===== src/rtl/zipdma_pkg.sv =====
// -----------------------------------------------------------------------------
// zipdma_pkg
// Shared definitions for the ZipDMA transfer sequencer:
//   - state_e   : sequencer state encoding (S_IDLE .. S_ABORT)
//   - max_chunk : largest chunk in bytes for a given log2 chunk size
// -----------------------------------------------------------------------------
package zipdma_pkg;

  typedef enum logic [2:0] {
    S_IDLE  = 3'd0,
    S_WAIT  = 3'd1,
    S_START = 3'd2,
    S_XFER  = 3'd3,
    S_ABORT = 3'd4
  } state_e;

  // Largest chunk the engines accept: 2^lgmemlen bytes.
  function automatic int unsigned max_chunk(input int unsigned lgmemlen);
    return 32'd1 << lgmemlen;
  endfunction

endpackage


===== src/rtl/zipdma_fsm.sv =====
// -----------------------------------------------------------------------------
// zipdma_fsm
// Transfer sequencer behind the ZipDMA control registers. Takes one programmed
// request (src, dst, total length, chunk length), splits it into chunks and
// issues each chunk to the MM2S (read) and S2MM (write) engines whenever the
// trigger allows. Reports busy, error, live addresses and remaining length.
//
// Ports:
//   i_clk, i_reset            clock, synchronous active-high reset
//   i_request, i_abort        start (level, held until o_busy) / abort (level)
//   i_src_addr, i_dst_addr    start addresses
//   i_length                  total bytes
//   i_transferlen             max chunk bytes ({1,0..0} = 2^LGMEMLEN)
//   i_mm2s_inc, i_s2mm_inc    address increments between chunks
//   i_trigger                 chunk may start
//   o_busy, o_err             transfer in progress / one-cycle error pulse
//   o_current_src/dst         next chunk addresses
//   o_remaining_len           bytes not yet transferred
//   o_chunk_len               length of the current chunk
//   o_mm2s/s2mm_request       one-cycle chunk start to the engines
//   o_engine_abort            abort to both engines
//   i_mm2s/s2mm_busy, _err    engine status (busy registered, high the cycle
//                             after a request)
// -----------------------------------------------------------------------------
module zipdma_fsm
  import zipdma_pkg::*;
#(
  parameter int ADDRESS_WIDTH = 30,
  parameter int LGMEMLEN      = 10,
  parameter int LGDMALENGTH   = ADDRESS_WIDTH
) (
  input  logic                     i_clk,
  input  logic                     i_reset,
  input  logic                     i_request,
  input  logic                     i_abort,
  input  logic [ADDRESS_WIDTH-1:0] i_src_addr,
  input  logic [ADDRESS_WIDTH-1:0] i_dst_addr,
  input  logic [LGDMALENGTH-1:0]   i_length,
  input  logic [LGMEMLEN:0]        i_transferlen,
  input  logic                     i_mm2s_inc,
  input  logic                     i_s2mm_inc,
  input  logic                     i_trigger,
  output logic                     o_busy,
  output logic                     o_err,
  output logic [ADDRESS_WIDTH-1:0] o_current_src,
  output logic [ADDRESS_WIDTH-1:0] o_current_dst,
  output logic [LGDMALENGTH-1:0]   o_remaining_len,
  output logic [LGMEMLEN:0]        o_chunk_len,
  output logic                     o_mm2s_request,
  output logic                     o_s2mm_request,
  output logic                     o_engine_abort,
  input  logic                     i_mm2s_busy,
  input  logic                     i_mm2s_err,
  input  logic                     i_s2mm_busy,
  input  logic                     i_s2mm_err
);

  localparam int AW = ADDRESS_WIDTH;
  localparam int LW = LGDMALENGTH;
  localparam int TW = LGMEMLEN + 1;
  localparam int CW = (LW > TW) ? LW : TW;
  localparam logic [TW-1:0] MAX_CHUNK = TW'(max_chunk(LGMEMLEN));

  state_e         state_r, state_s;
  logic           busy_r, busy_s;
  logic           err_r, err_s;
  logic           req_r, req_s;
  logic           abort_r, abort_s;
  logic [AW-1:0]  src_r, src_s;
  logic [AW-1:0]  dst_r, dst_s;
  logic [LW-1:0]  rem_r, rem_s;
  logic [TW-1:0]  chunk_r, chunk_s;
  logic           mm2s_inc_r, mm2s_inc_s;
  logic           s2mm_inc_r, s2mm_inc_s;

  logic [TW-1:0]  tlen_s;
  logic [CW-1:0]  rem_ext_s;
  logic [CW-1:0]  tlen_ext_s;
  logic [TW-1:0]  min_len_s;
  logic [LW-1:0]  rem_next_s;
  logic           any_err_s;
  logic           eng_idle_s;

  // Chunk lengths beyond the engine maximum are clamped to it.
  assign tlen_s     = (i_transferlen > MAX_CHUNK) ? MAX_CHUNK : i_transferlen;
  assign rem_ext_s  = CW'(rem_r);
  assign tlen_ext_s = CW'(tlen_s);
  assign rem_next_s = rem_r - LW'(chunk_r);
  assign any_err_s  = i_mm2s_err || i_s2mm_err;
  // A request still on the wire means the engines have not yet raised busy,
  // so they must not be considered idle in that cycle.
  assign eng_idle_s = !req_r && !i_mm2s_busy && !i_s2mm_busy;

  // Chunk length: the smaller of what is left and the chunk limit.
  always_comb begin
    min_len_s = tlen_s;
    if (rem_ext_s < tlen_ext_s) begin
      min_len_s = rem_ext_s[TW-1:0];
    end else begin
      min_len_s = tlen_s;
    end
  end

  // Next-state and next-output decode.
  always_comb begin
    state_s    = state_r;
    busy_s     = busy_r;
    err_s      = 1'b0;
    req_s      = 1'b0;
    abort_s    = abort_r;
    src_s      = src_r;
    dst_s      = dst_r;
    rem_s      = rem_r;
    chunk_s    = chunk_r;
    mm2s_inc_s = mm2s_inc_r;
    s2mm_inc_s = s2mm_inc_r;

    case (state_r)
      S_IDLE: begin
        abort_s = 1'b0;
        if (i_request && !i_abort) begin
          src_s      = i_src_addr;
          dst_s      = i_dst_addr;
          rem_s      = i_length;
          mm2s_inc_s = i_mm2s_inc;
          s2mm_inc_s = i_s2mm_inc;
          busy_s     = 1'b1;
          state_s    = S_WAIT;
        end else begin
          busy_s  = 1'b0;
          state_s = S_IDLE;
        end
      end

      S_WAIT: begin
        if (any_err_s) begin
          err_s   = 1'b1;
          abort_s = 1'b1;
          state_s = S_ABORT;
        end else if (i_abort) begin
          busy_s  = 1'b0;
          state_s = S_IDLE;
        end else if (rem_r == {LW{1'b0}}) begin
          // Zero-length request, or nothing left: nothing to issue.
          busy_s  = 1'b0;
          state_s = S_IDLE;
        end else if (i_trigger) begin
          chunk_s = min_len_s;
          state_s = S_START;
        end else begin
          state_s = S_WAIT;
        end
      end

      S_START: begin
        if (any_err_s) begin
          err_s   = 1'b1;
          abort_s = 1'b1;
          state_s = S_ABORT;
        end else if (i_abort) begin
          abort_s = 1'b1;
          state_s = S_ABORT;
        end else begin
          req_s   = 1'b1;
          state_s = S_XFER;
        end
      end

      S_XFER: begin
        if (any_err_s) begin
          // Error beats a simultaneous chunk-done: counters stay frozen.
          err_s   = 1'b1;
          abort_s = 1'b1;
          state_s = S_ABORT;
        end else if (i_abort) begin
          abort_s = 1'b1;
          state_s = S_ABORT;
        end else if (eng_idle_s) begin
          rem_s = rem_next_s;
          if (mm2s_inc_r) begin
            src_s = src_r + AW'(chunk_r);
          end else begin
            src_s = src_r;
          end
          if (s2mm_inc_r) begin
            dst_s = dst_r + AW'(chunk_r);
          end else begin
            dst_s = dst_r;
          end
          if (rem_next_s == {LW{1'b0}}) begin
            busy_s  = 1'b0;
            state_s = S_IDLE;
          end else begin
            state_s = S_WAIT;
          end
        end else begin
          state_s = S_XFER;
        end
      end

      S_ABORT: begin
        // Already unwinding an error/abort: further engine errors add no pulse.
        if (eng_idle_s) begin
          abort_s = 1'b0;
          busy_s  = 1'b0;
          state_s = S_IDLE;
        end else begin
          abort_s = 1'b1;
          state_s = S_ABORT;
        end
      end

      default: begin
        busy_s  = 1'b0;
        abort_s = 1'b0;
        state_s = S_IDLE;
      end
    endcase
  end

  // State and output registers.
  always_ff @(posedge i_clk) begin
    if (i_reset) begin
      state_r    <= S_IDLE;
      busy_r     <= 1'b0;
      err_r      <= 1'b0;
      req_r      <= 1'b0;
      abort_r    <= 1'b0;
      src_r      <= {AW{1'b0}};
      dst_r      <= {AW{1'b0}};
      rem_r      <= {LW{1'b0}};
      chunk_r    <= {TW{1'b0}};
      mm2s_inc_r <= 1'b0;
      s2mm_inc_r <= 1'b0;
    end else begin
      state_r    <= state_s;
      busy_r     <= busy_s;
      err_r      <= err_s;
      req_r      <= req_s;
      abort_r    <= abort_s;
      src_r      <= src_s;
      dst_r      <= dst_s;
      rem_r      <= rem_s;
      chunk_r    <= chunk_s;
      mm2s_inc_r <= mm2s_inc_s;
      s2mm_inc_r <= s2mm_inc_s;
    end
  end

  assign o_busy          = busy_r;
  assign o_err           = err_r;
  assign o_mm2s_request  = req_r;
  assign o_s2mm_request  = req_r;
  assign o_engine_abort  = abort_r;
  assign o_current_src   = src_r;
  assign o_current_dst   = dst_r;
  assign o_remaining_len = rem_r;
  assign o_chunk_len     = chunk_r;

endmodule


===== config.mk =====
export PLATFORM = sky130hd
export DESIGN_NAME = zipdma_fsm
export DESIGN_NICKNAME = d
export VERILOG_FILES = /design/src/rtl/zipdma_pkg.sv /design/src/rtl/zipdma_fsm.sv
export SDC_FILE = /design/constraint.sdc
export NUM_CORES = 1
export LEC_CHECK = 0
export CAP_MARGIN = 25
export CORE_MARGIN = 5
export CORE_UTILIZATION = 45
export CTS_CLUSTER_SIZE = 10
export DETAILED_ROUTE_END_ITERATION = 10
export PLACE_DENSITY = 0.76
export SYNTH_ARGS = -nofsm -noshare
export SYNTH_HDL_FRONTEND = slang
export SYNTH_SLANG_ARGS = --single-unit

===== constraint.sdc =====
create_clock -name i_clk -period 3.4 [get_ports i_clk]
set_input_delay 0.34 -clock i_clk [delete_from_list [all_inputs] [get_ports i_clk]]
set_output_delay 0.34 -clock i_clk [all_outputs]
set_load 0.01 [all_outputs]

# Word-level counts from Yosys, hierarchy flattened
# Cells that the tools add are included.
# op_classes
add_sub_neg	3
order_cmp	2
eq_ne	16
mux	49
bitwise	5
reduce_logical	23
# op_table
operator	count
$mux 30	14
$pmux 30 s2	3
$add 30x11->30	2
$logic_not 30->1	2
$lt 30x11->1	1
$sub 30x11->30	1
$mux 11	2
$mux 3	7
$ne 2x2->1 const B	10
$mux 1	17
$pmux 3 s5	1
$reduce_and 6->1	2
$gt 11x11->1 const B	1
$reduce_and 5->1	2
$reduce_and 8->1	1
$eq 3x2->1 const B	2
$mux 2	3
$reduce_or 3->1	2
$not 1->1	5
$pmux 1 s5	1
$logic_not 1->1	4
$reduce_and 2->1	2
$reduce_or 2->1	2
$eq 3x1->1 const B	1
other kinds (8)	10
# word_totals
register_bits	110
input_bits	112
output_inout_bits	106

# Longest topological paths before layout
# Gate-level depths: netlist of run 1.
# depth
depth_word	7
depth_mapped	13
mapped_depth_nobuf	12

# Worst setup path before layout of run 1
# Ideal clock, no wire load.
# synth_path
path_type	register -> register
startpoint	register chunk_r[4] (netlist: o_chunk_len[4])
endpoint	register state_r[0]
setup_time_ns	0.140
arrival_time_ns	2.981
t_required_ns	3.260
path_slack_ns	0.279
stages_incl_launch_ff	12
path_buffers	0
period_less_slack_ns	3.121
path_cell_list	dfxtp_1 > inv_1 > ha_1 > a21o_1 > and2_1 > or4_1 > a211o_1 > xnor2_1 > a2111oi_1 > nand4_2 > nor3_1 > a2111oi_2
# synth_between
elab_chain_len	7
# synth_lines
item	line	text
start, declared	zipdma_fsm.sv:72	logic [TW-1:0] chunk_r, chunk_s;
start signal, assigned	zipdma_fsm.sv:232	chunk_r <= {TW{1'b0}};
start signal, assigned	zipdma_fsm.sv:244	chunk_r <= chunk_s;
$sub 30x11->30	zipdma_fsm.sv:88	assign rem_next_s = rem_r - LW'(chunk_r);
$logic_not 30->1	zipdma_fsm.sv:190	if (rem_next_s == {LW{1'b0}}) begin
$mux 1	zipdma_fsm.sv:190	
$mux 3	zipdma_fsm.sv:178	end else if (eng_idle_s) begin
$mux 3	zipdma_fsm.sv:175	end else if (i_abort) begin
$mux 3	zipdma_fsm.sv:170	if (any_err_s) begin
$pmux 3 s5	zipdma_fsm.sv:118	case (state_r)
end signal, assigned	zipdma_fsm.sv:236	state_r <= state_s;
end, declared	zipdma_fsm.sv:64	state_e state_r, state_s;
# No other way between the ends.
# A chain may end at the register's enable or synchronous reset.

# Final worst setup path of run 1
# layout_path
startpoint	register rem_r[4] (netlist: o_remaining_len[4])
endpoint	register state_r[0]
# layout_between
elab_chain_len	7
# layout_lines
item	line	text
start, declared	zipdma_fsm.sv:71	logic [LW-1:0] rem_r, rem_s;
start signal, assigned	zipdma_fsm.sv:231	rem_r <= {LW{1'b0}};
start signal, assigned	zipdma_fsm.sv:243	rem_r <= rem_s;
$sub 30x11->30	zipdma_fsm.sv:88	
$logic_not 30->1	zipdma_fsm.sv:190	
$mux 1	zipdma_fsm.sv:190	
$mux 3	zipdma_fsm.sv:178	
$mux 3	zipdma_fsm.sv:175	
$mux 3	zipdma_fsm.sv:170	
$pmux 3 s5 (*)	zipdma_fsm.sv:118	
# Every way passes the cells marked *; elsewhere a longest branch is shown, timed or not.

==> results.tsv, run 1 <==
metric	value	unit
Mapped Area	7710	µm²
WP data arrival	3.41	ns
dpl ws	0.0609	ns
Routed Antenna Nets	0	
Root Buffer	clkbuf_16	
most frequent cells in the layout	clkdlybuf4s50_1 (216), nor2_1 (128), nand2_1 (115)	
Yosys warning count	0	
CTS Sinks	110	
CP startpoint kind	flop	
post-synth top area cell	dfxtp_1	
max cap viols	0	
leading register cell type out of synthesis	dfxtp_1	
placer congestion estimate	0.942	
share of layout cells above drive strength 1	0.0842	
Final setup viols	0	
pin count of the biggest net entering global routing	72	
worst-skew pair later-pin latency	0.36	ns
Hold Crit Class	reg2reg	
register area share after synthesis	0.285	
r2r endpoint	state_r[0]	
worst vdd ir	0.275	mV
Setup CP Type	reg2reg	
Num CTS Buffers	9	
most common cell after layout, fill and taps aside	clkdlybuf4s50_1	
crit path max fanout	6	
total detailed-routing wirelength	28.0	mm
Worst Skew	0.00865	ns
Die X	141	µm
Synth async-reset ratio	0	
Via density	6.01	
post-synth top area share	0.285	
number of cells on the worst hold path	2	
Die Ht	141	µm
worst r2r src	o_remaining_len[4]	
worst-case clock buffer depth	2	
run status	finished, final reports clean	
nets	1413	
total die area	19900	µm²
R2R cell count	10	
htree depth	3	
Post-Syn Instances	1043	
WP data required	3.62	ns
Residual DRC	0	
vias in the first global route	8322	
power per cell area	344	nW/µm²
first-pass GRT wire length	44.1	mm
effective utilization at floorplan	0.462	
RSZ-0062 raised after global routing	false	
CTS tree	built	
Max Slew Vio Count	0	
FF+latch count, synth	110	
PortBufs	217	
GRT overflow	0	
post-synthesis cell type count	74	
launch point of the worst hold path	s2mm_inc_r	
routed vias	8894	
Worst Tran Pin Value	1.02	ns
GRT Util Overall	0.271	
IO Count	218	
Hold Path Sink	s2mm_inc_r	
Hold Fails Final Rpt	0	
setup TNS	0	ns
main area contributors after synthesis	dfxtp_1 (29%), ha_1 (7.0%), nor2_1 (6.4%), nand2_1 (5.6%), a21oi_1 (5.1%)	
syn_nets	1201	
initial antenna violation count	1	
post-DR wirelength/cell	18.9	µm
Peak Freq	313	MHz
Initial DRT Pass Iterations	7	
CORE AREA	16700	µm²
final worst-path cycle share	0.940	
post-route minimum period	3.19	ns
hold-fix buffers at CTS	0	
Worst-path clk slew	0.08	ns
worst reg2reg setup slack	0.21	ns
setup ws final	0.205	ns
Area Growth Syn to Fin	37.6	%
Leakage	4.06	nW
fin util	0.636	
Slew HR	0.315	
number of flops mapped to enable cells by yosys	0	
Cell Rows	47	
syn avg cell area	7.40	µm²
DR iter-0 viols	698	
Worst setup EP type	flop	
DP HPWL	21.2	mm
-- power breakdown --
group | total (mW) | internal, mW | switching [mW] | leakage, nW
Combinational | 1.14 | 0.560 | 0.585 | 3.03
Sequential | 1.45 | 1.36 | 0.0892 | 0.902
Clock | 1.05 | 0.524 | 0.528 | 0.137
Total | 3.65 | 2.45 | 1.20 | 4.06
-- worst max-delay path by stage --
stage	from	end	slack, ns	cells past startpoint
2_1_floorplan	o_chunk_len[4]	state_r[0]	0.28	11
3_3_place_gp	o_chunk_len[1]	state_r[0]	0.21	12
3_5_place_dp	o_chunk_len[1]	state_r[0]	0.06	12
4_1_cts	o_chunk_len[1]	state_r[0]	0.05	12
5_1_grt	o_remaining_len[0]	state_r[0]	0.008	13
6_report	o_remaining_len[4]	state_r[0]	0.21	10
-- metal layers --
metal,track usage,vias up,part of all wire
met3,0.0403,51,0.084
li1,-,4278,-
met5,0,-,0
met4,0.0903,0,0.026
met1,0.364,4159,0.43
met2,0.448,406,0.46
-- critical path, cell delays in order, from the launching register on --
cell and delay, ns:
dfxtp_1 0.44, ha_1 0.32, a21o_1 0.24, and2_1 0.20
o31a_1 0.29, o21ai_1 0.45, nand4_1 0.18, a2111oi_2 0.43
nand4_2 0.16, nor3_1 0.25, a2111oi_2 0.08
-- state kept, by name (all words and copies together), names as in the netlist --
register / cells
o_remaining_len: 30
o_err: 1
o_chunk_len: 11
o_mm2s_request: 1
mm2s_inc_r: 1
o_current_dst: 30
o_current_src: 30
s2mm_inc_r: 1
state_r: 3
o_engine_abort: 1
o_busy: 1
-- cell families after synthesis --
family	share of synthesized area
AO/OA/AOI/OAI	0.270
adder cells (fa/ha/maj)	0.0775
buffers and inverters	0.0479
AND/OR/NAND/NOR	0.280
multiplexers	0.00422
XOR/XNOR	0.0352
flip-flops	0.285
-- Yosys cell counts, types with 3 or more instances --
library cell,instances
xor2_1,13
nand2_1,115
or4_1,6
dfxtp_1,110
buf_1,7
nand4_1,9
nor3_1,43
and3_1,21
o221a_2,4
a2111oi_0,3
o311ai_0,5
o21bai_1,3
o211ai_1,6
nor2_1,131
clkbuf_1,61
fa_1,3
and4_1,4
or3_1,7
a211o_1,4
nor2b_1,10
nor4_1,18
xnor2_1,18
or2_2,9
nand2b_1,13
nand3_1,27
a22oi_1,7
a31oi_1,15
o22ai_1,12
o21ai_1,3
or3_4,3
a311oi_1,24
nand3b_1,7
a21o_1,17
inv_1,27
o31ai_1,3
ha_1,43
nor3b_1,3
o21a_1,4
and2_1,6
o21ai_0,58
a211oi_1,44
a21oi_1,79
-- cell type report --
| class | instances | area, µm² |
|---|---|---|
| Fill cell | 1525 | 6080 |
| Inverter | 27 | 101 |
| Sequential cell | 110 | 2200 |
| Timing Repair Buffer | 271 | 2570 |
| Multi-Input combinational cell | 836 | 5180 |
| Antenna cell | 1 | 2.50 |
| Clock inverter | 5 | 45.0 |
| Tap cell | 220 | 275 |
| Clock buffer | 10 | 239 |
-- what timing repair did --
action / in CTS / in global routing
setup buffers: 0 / 0
endpoints found under the setup margin: 0 / 3
resized for setup: 0 / 5
-- stage by stage --
stage	hold WS, ns	area [µm²]	power, mW	std cells
after floorplan	0.447	7710	2.08	1043
after global routing	0.501	10600	3.82	1480
after global placement	0.458	10300	2.59	1464
after CTS	0.479	10600	3.64	1479
final	0.477	10600	3.65	1480
after detailed placement	0.467	10300	2.60	1464
Note: power is estimated with default switching activity, not from simulation.
==> inputs of run 2 (changes only) <==
--- a/config.mk
+++ b/config.mk
@@ -11,6 +11,7 @@
 export CTS_CLUSTER_SIZE = 10
 export DETAILED_ROUTE_END_ITERATION = 10
 export PLACE_DENSITY = 0.76
+export SLEW_MARGIN = 20
 export SYNTH_ARGS = -nofsm -noshare
 export SYNTH_HDL_FRONTEND = slang
 export SYNTH_SLANG_ARGS = --single-unit
==> run 2 against run 1 <==
Compared with the run above: design area hardly changed; critical path depth is 2 higher; die area stayed put; fmax is 0.15% higher; final cell count hardly changed; first-iteration DRC count is 2.3% lower; sequential power hardly changed; sequential share of layout area hardly changed.
==> results.tsv, run 2 (synthesis gave the netlist of run 1 again) <==
metric	value	unit	change
run status	finished, final reports clean		
Comb pwr share	0.314		about the same
most common cell after layout, fill and taps aside	clkdlybuf4s50_1		
placed insts	1464		unchanged
Slew HR	0.433		+0.118
Num CTS Buffers	9		unchanged
WP data arrival	3.41	ns	about the same
worst-case clock buffer depth	2		unchanged
Worst-path clk slew	0.08	ns	about the same
CORE AREA	16700	µm²	unchanged
pin count of the biggest net entering global routing	72		unchanged
IO Count	218		unchanged
power per cell area	344	nW/µm²	about the same
Peak Freq	313	MHz	+0.15%
effective utilization at floorplan	0.462		unchanged
most frequent cells in the layout	clkdlybuf4s50_1 (216), nor2_1 (128), nand2_1 (115)		
CTS tree	built		
GRT Util Overall	0.271		unchanged
total detailed-routing wirelength	28.1	mm	+0.32%
Initial DRT Pass Iterations	5		-2
Finished Layout Cells	1481		+0.068%
share of layout cells above drive strength 1	0.0849		+0.000727
DR iter-0 viols	682		-2.3%
first-pass GRT wire length	44.1	mm	unchanged
Worst path max stage delay	0.43	ns	-0.02 ns
initial antenna violation count	1		unchanged
design area	10600	µm²	about the same
Sw Ratio	0.330		about the same
Leakage	4.07	nW	+0.11%
Max stage delay cell, worst path	or4_1		
Area Growth Syn to Fin	37.7	%	about the same
Worst Tran Pin Value	0.849	ns	-0.172 ns
Routed Antenna Nets	0		unchanged
setup TNS	0	ns	unchanged
fin util	0.636		about the same
Hold Fails Final Rpt	0		unchanged
routed vias	8913		+0.21%
placer congestion estimate	0.942		unchanged
Cell Rows	47		unchanged
total die area	19900	µm²	unchanged
final worst-path cycle share	0.938		-0.00144
post-route minimum period	3.19	ns	-0.00488 ns
PortBufs	217		unchanged
worst-skew pair later-pin latency	0.36	ns	about the same
Buf/Inv on CP	2		+2
Final setup viols	0		unchanged
Seq pwr share	0.398		about the same
CTS Sinks	110		unchanged
worst vdd ir	0.278	mV	+1.0%
CP startpoint kind	flop		
nets	1414		+0.071%
most frequent CP cell	a2111oi_2		
htree depth	3		unchanged
Psw	1.20	mW	+0.11%
Hold Crit Class	reg2reg		
Residual DRC	0		unchanged
DP HPWL	21.2	mm	unchanged
post-placement cell area	10300	µm²	unchanged
GRT overflow	0		unchanged
crit path max fanout	7		+1
dpl ws	0.0609	ns	unchanged
Max Slew Vio Count	0		unchanged
Root Buffer	clkbuf_16		
Clock Power Share	0.288		about the same
max cap viols	0		unchanged
crit-path cells	inv_1 -> ha_1 -> a21o_1 -> a211o_1 -> o31ai_1 -> nand4_1 -> or4_1 -> a2111oi_2 -> buf_4 -> nand4_2 -> nor3_1 -> a2111oi_2		
final hold slack	0.479	ns	+0.00136 ns
RSZ-0062 raised after global routing	false		
cell family with most CP delay	compound AO/OA/AOI/OAI gates		
Die Ht	141	µm	unchanged
total internal power	2.45	mW	about the same
Worst Skew	0.00896	ns	+0.000315 ns
postcts setup bufs	0		unchanged
FILL cells	1523		-0.13%
setup ws final	0.210	ns	+0.00489 ns
Worst setup EP type	flop		
Via density	6.02		+0.15%
vias in the first global route	8322		unchanged
post-DR wirelength/cell	19.0	µm	+0.26%
Setup CP Type	reg2reg		
Tot Pwr	3.65	mW	about the same
WP data required	3.62	ns	about the same
Die X	141	µm	unchanged
[run 2: cell count changes in the layout (fill, tap and decap cells not counted)]
cell / delta
buf_4: +1
[run 2: path summary, 6_finish.rpt]
| path | start | end | slack (ns) | cells past startpoint |
|---|---|---|---|---|
| setup reg to reg | o_chunk_len[9] | state_r[0] | 0.21 | 12 |
| hold / removal | mm2s_inc_r | mm2s_inc_r | 0.48 | 2 |
| hold reg to reg | mm2s_inc_r | mm2s_inc_r | 0.48 | 2 |
| setup / recovery | o_chunk_len[9] | state_r[0] | 0.21 | 12 |
[run 2: layout make-up]
type / instances / area [µm²] / share of cell area
clock inverter: 5 / 45.0 / 0.00424
timing repair buffer: 272 / 2580 / 0.243
antenna: 1 / 2.50 / 0.000236
tap: 220 / 275 / 0.0259
clock buffer: 10 / 239 / 0.0225
inverter: 27 / 101 / 0.00954
sequential: 110 / 2200 / 0.207
multi-input combinational: 836 / 5180 / 0.487
[run 2: repair_timing]
action,in CTS,in global routing
gates resized for setup,0,5
hold endpoints to repair,0,0
hold buffers,0,0
endpoints found under the setup margin,0,3
[run 2: power by group through the flow]
stage	logic (mW)	clock network (mW)	registers, mW
after floorplan	0.586	0	1.50
after global placement	1.11	0	1.48
after detailed placement	1.12	0	1.48
after CTS	1.12	1.07	1.45
after global routing	1.24	1.11	1.47
final	1.15	1.05	1.45
[run 2: routing by layer]
layer  GRT usage  routed length [µm]  vias to the layer above
li1            -                   -                     4278
met4      0.0903                 699                        0
met3      0.0403                2420                       44
met1       0.364               12100                     4180
met5           0                   0                        -
met2       0.448               12900                      411
[run 2: worst min-delay path, stage by stage, from the launching register on]
cell and delay (ns):
dfxtp_1 0.33, nand2_1 0.05, a21oi_1 0.05
==> inputs of run 3 (changes only) <==
==> constraint.sdc (replaced) <==
create_clock -name i_clk -period 3.65 [get_ports i_clk]
set_input_delay 0.365 -clock i_clk [delete_from_list [all_inputs] [get_ports i_clk]]
set_output_delay 0.365 -clock i_clk [all_outputs]
set_load 0.01 [all_outputs]
==> run 3 against run 2 <==
Compared with the run above: critical path depth decreased by 2; sequential cell count unchanged; clock-buffer cell count unchanged; critical path type unchanged; largest cell class unchanged.
==> results.tsv, run 3 (synthesis gave the netlist of run 1 again) <==
metric	value	unit	change
run status	finished, final reports clean		
Root Buffer	clkbuf_16		
worst-case clock buffer depth	2		unchanged
CORE AREA	16700	µm²	unchanged
setup TNS	0	ns	unchanged
Area Growth Syn to Fin	35.3	%	
Num CTS Buffers	9		unchanged
initial antenna violation count	1		unchanged
Comb pwr share	0.298		-0.016
WP data required	3.87	ns	+0.25 ns
total detailed-routing wirelength	27.8	mm	-1.3%
share of layout cells above drive strength 1	0.0639		-0.0211
M2 GR Usage	0.445		-0.00227
worst reg2reg setup slack	0.24	ns	+0.03 ns
Die X	141	µm	unchanged
Initial DRT Pass Iterations	5		unchanged
post-route minimum period	3.41	ns	+0.218 ns
most frequent cells in the layout	clkdlybuf4s50_1 (216), nor2_1 (128), nand2_1 (115)		
worst vdd ir	0.266	mV	-4.4%
total die area	19900	µm²	unchanged
cell family with most CP delay	simple AND/OR/NAND/NOR gates		
worst r2r src	o_remaining_len[4]		
crit path max fanout	7		unchanged
CTS Sinks	110		unchanged
r2r endpoint	state_r[0]		
nets	1391		-1.6%
Via density	5.97		-0.83%
GR Util met3	0.0488		+0.00847
Leakage	3.95	nW	-3.0%
Worst-path clk slew	0.08	ns	about the same
Critical Path Sink	state_r[0]		
R2R cell count	10		-2
gr busiest metal	met2		
crit-path cells	ha_1 -> a21o_1 -> and2_1 -> or4_1 -> a211o_1 -> xnor2_1 -> a2111oi_1 -> nand4_2 -> nor3_1 -> a2111oi_2		
CP startpoint kind	flop		
M1 GR Usage	0.359		-0.00574
DP HPWL	20.7	mm	-2.2%
WP data arrival	3.63	ns	+0.22 ns
PortBufs	217		unchanged
Psw	1.10	mW	-8.6%
power per cell area	326	nW/µm²	-5.2%
CP Launch Point	o_remaining_len[4]		
total internal power	2.30	mW	-6.1%
Setup CP Type	reg2reg		
DR iter-0 viols	705		+3.4%
IO Count	218		unchanged
effective utilization at floorplan	0.462		unchanged
Worst Skew	0.0118	ns	+0.00288 ns
routed vias	8702		-2.4%
GRT overflow	0		unchanged
placer congestion estimate	0.948		+0.55%
CTS tree	built		
Cell Rows	47		unchanged
Worst path max stage delay	0.54	ns	+0.11 ns
Die Ht	141	µm	unchanged
Peak Freq	293	MHz	-6.4%
htree depth	3		unchanged
RSZ-0062 raised after global routing	false		
Buf/Inv on CP	0		-2
post-DR wirelength/cell	19.0	µm	+0.29%
Worst setup EP type	flop		
hold-fix buffers at CTS	0		unchanged
Final setup viols	0		unchanged
most common cell after layout, fill and taps aside	clkdlybuf4s50_1		
Sw Ratio	0.323		-0.00610
GRT Util Overall	0.271		-0.000290
Residual DRC	0		unchanged
Worst path depth	10		-2
Hold Crit Class	reg2reg		
vias in the first global route	8269		-0.64%
fin util	0.625		-0.0113
Clock Power Share	0.300		+0.012
post_cts resized	0		unchanged
Hold Fails Final Rpt	0		unchanged
postcts setup bufs	0		unchanged
Max stage delay cell, worst path	or4_1		
worst-skew pair later-pin latency	0.36	ns	about the same
Routed Antenna Nets	0		unchanged
pin count of the biggest net entering global routing	66		-8.3%
Slew HR	0.348		-0.0847
Max Slew Vio Count	0		unchanged
final worst-path cycle share	0.934		-0.00440
Worst Tran Pin Value	0.971	ns	+0.123 ns
max cap viols	0		unchanged
first-pass GRT wire length	44.1	mm	about the same
Seq pwr share	0.401		+0.003
## run 3: cell count changes in the layout (fill, tap and decap cells not counted), sizes merged
cell,before,now
bufinv,0,1
clkinv,3,1
clkinvlp,1,2
buf,56,33
## run 3: area by class of cell
cell class | count | area (µm²)
diodes | 1 | 2.50
clock buffers | 10 | 229
clock inverters | 5 | 58.8
fillers | 1565 | 6270
inverters | 27 | 101
multi-input cells | 836 | 5160
flip-flops and latches | 110 | 2200
well taps | 220 | 275
repair buffers | 249 | 2410
## run 3: how the worst min path moves through the flow
| stage | from | end | depth (start not counted) |
|---|---|---|---|
| floorplan | mm2s_inc_r | mm2s_inc_r | 2 |
| detailed placement | s2mm_inc_r | s2mm_inc_r | 2 |
| global placement | s2mm_inc_r | s2mm_inc_r | 2 |
| CTS | s2mm_inc_r | s2mm_inc_r | 2 |
| global route | s2mm_inc_r | s2mm_inc_r | 2 |
| finish | s2mm_inc_r | s2mm_inc_r | 2 |
## run 3: worst min-delay path, stage by stage (launching register included)
cell and delay (ns):
dfxtp_1 0.32, nand2_1 0.06, a21oi_1 0.05
## run 3: metrics by stage
step           setup slack (ns)  area [µm²]  instances  power (mW)  hold slack (ns)
5_1_grt                  0.0472       10400       1458        3.55            0.504
2_1_floorplan             0.529        7710       1043        1.94            0.447
3_5_place_dp              0.286       10100       1442        2.39            0.472
6_report                  0.242       10400       1458        3.40            0.483
3_3_place_gp              0.365       10100       1442        2.38            0.459
4_1_cts                   0.274       10400       1457        3.39            0.482
## run 3: power by group through the flow
| stage | registers (mW) | logic (mW) | clock network, mW |
|---|---|---|---|
| global placement | 1.39 | 0.996 | 0 |
| global route | 1.38 | 1.10 | 1.07 |
| detailed placement | 1.39 | 0.999 | 0 |
| CTS | 1.36 | 1.01 | 1.03 |
| finish | 1.36 | 1.01 | 1.02 |
| floorplan | 1.39 | 0.545 | 0 |
## run 3: per-layer routing
| layer | share of wire | routed length (µm) |
|---|---|---|
| met5 | 0 | 0 |
| met4 | 0.028 | 777 |
| met3 | 0.074 | 2050 |
| met2 | 0.46 | 12800 |
| met1 | 0.44 | 12100 |
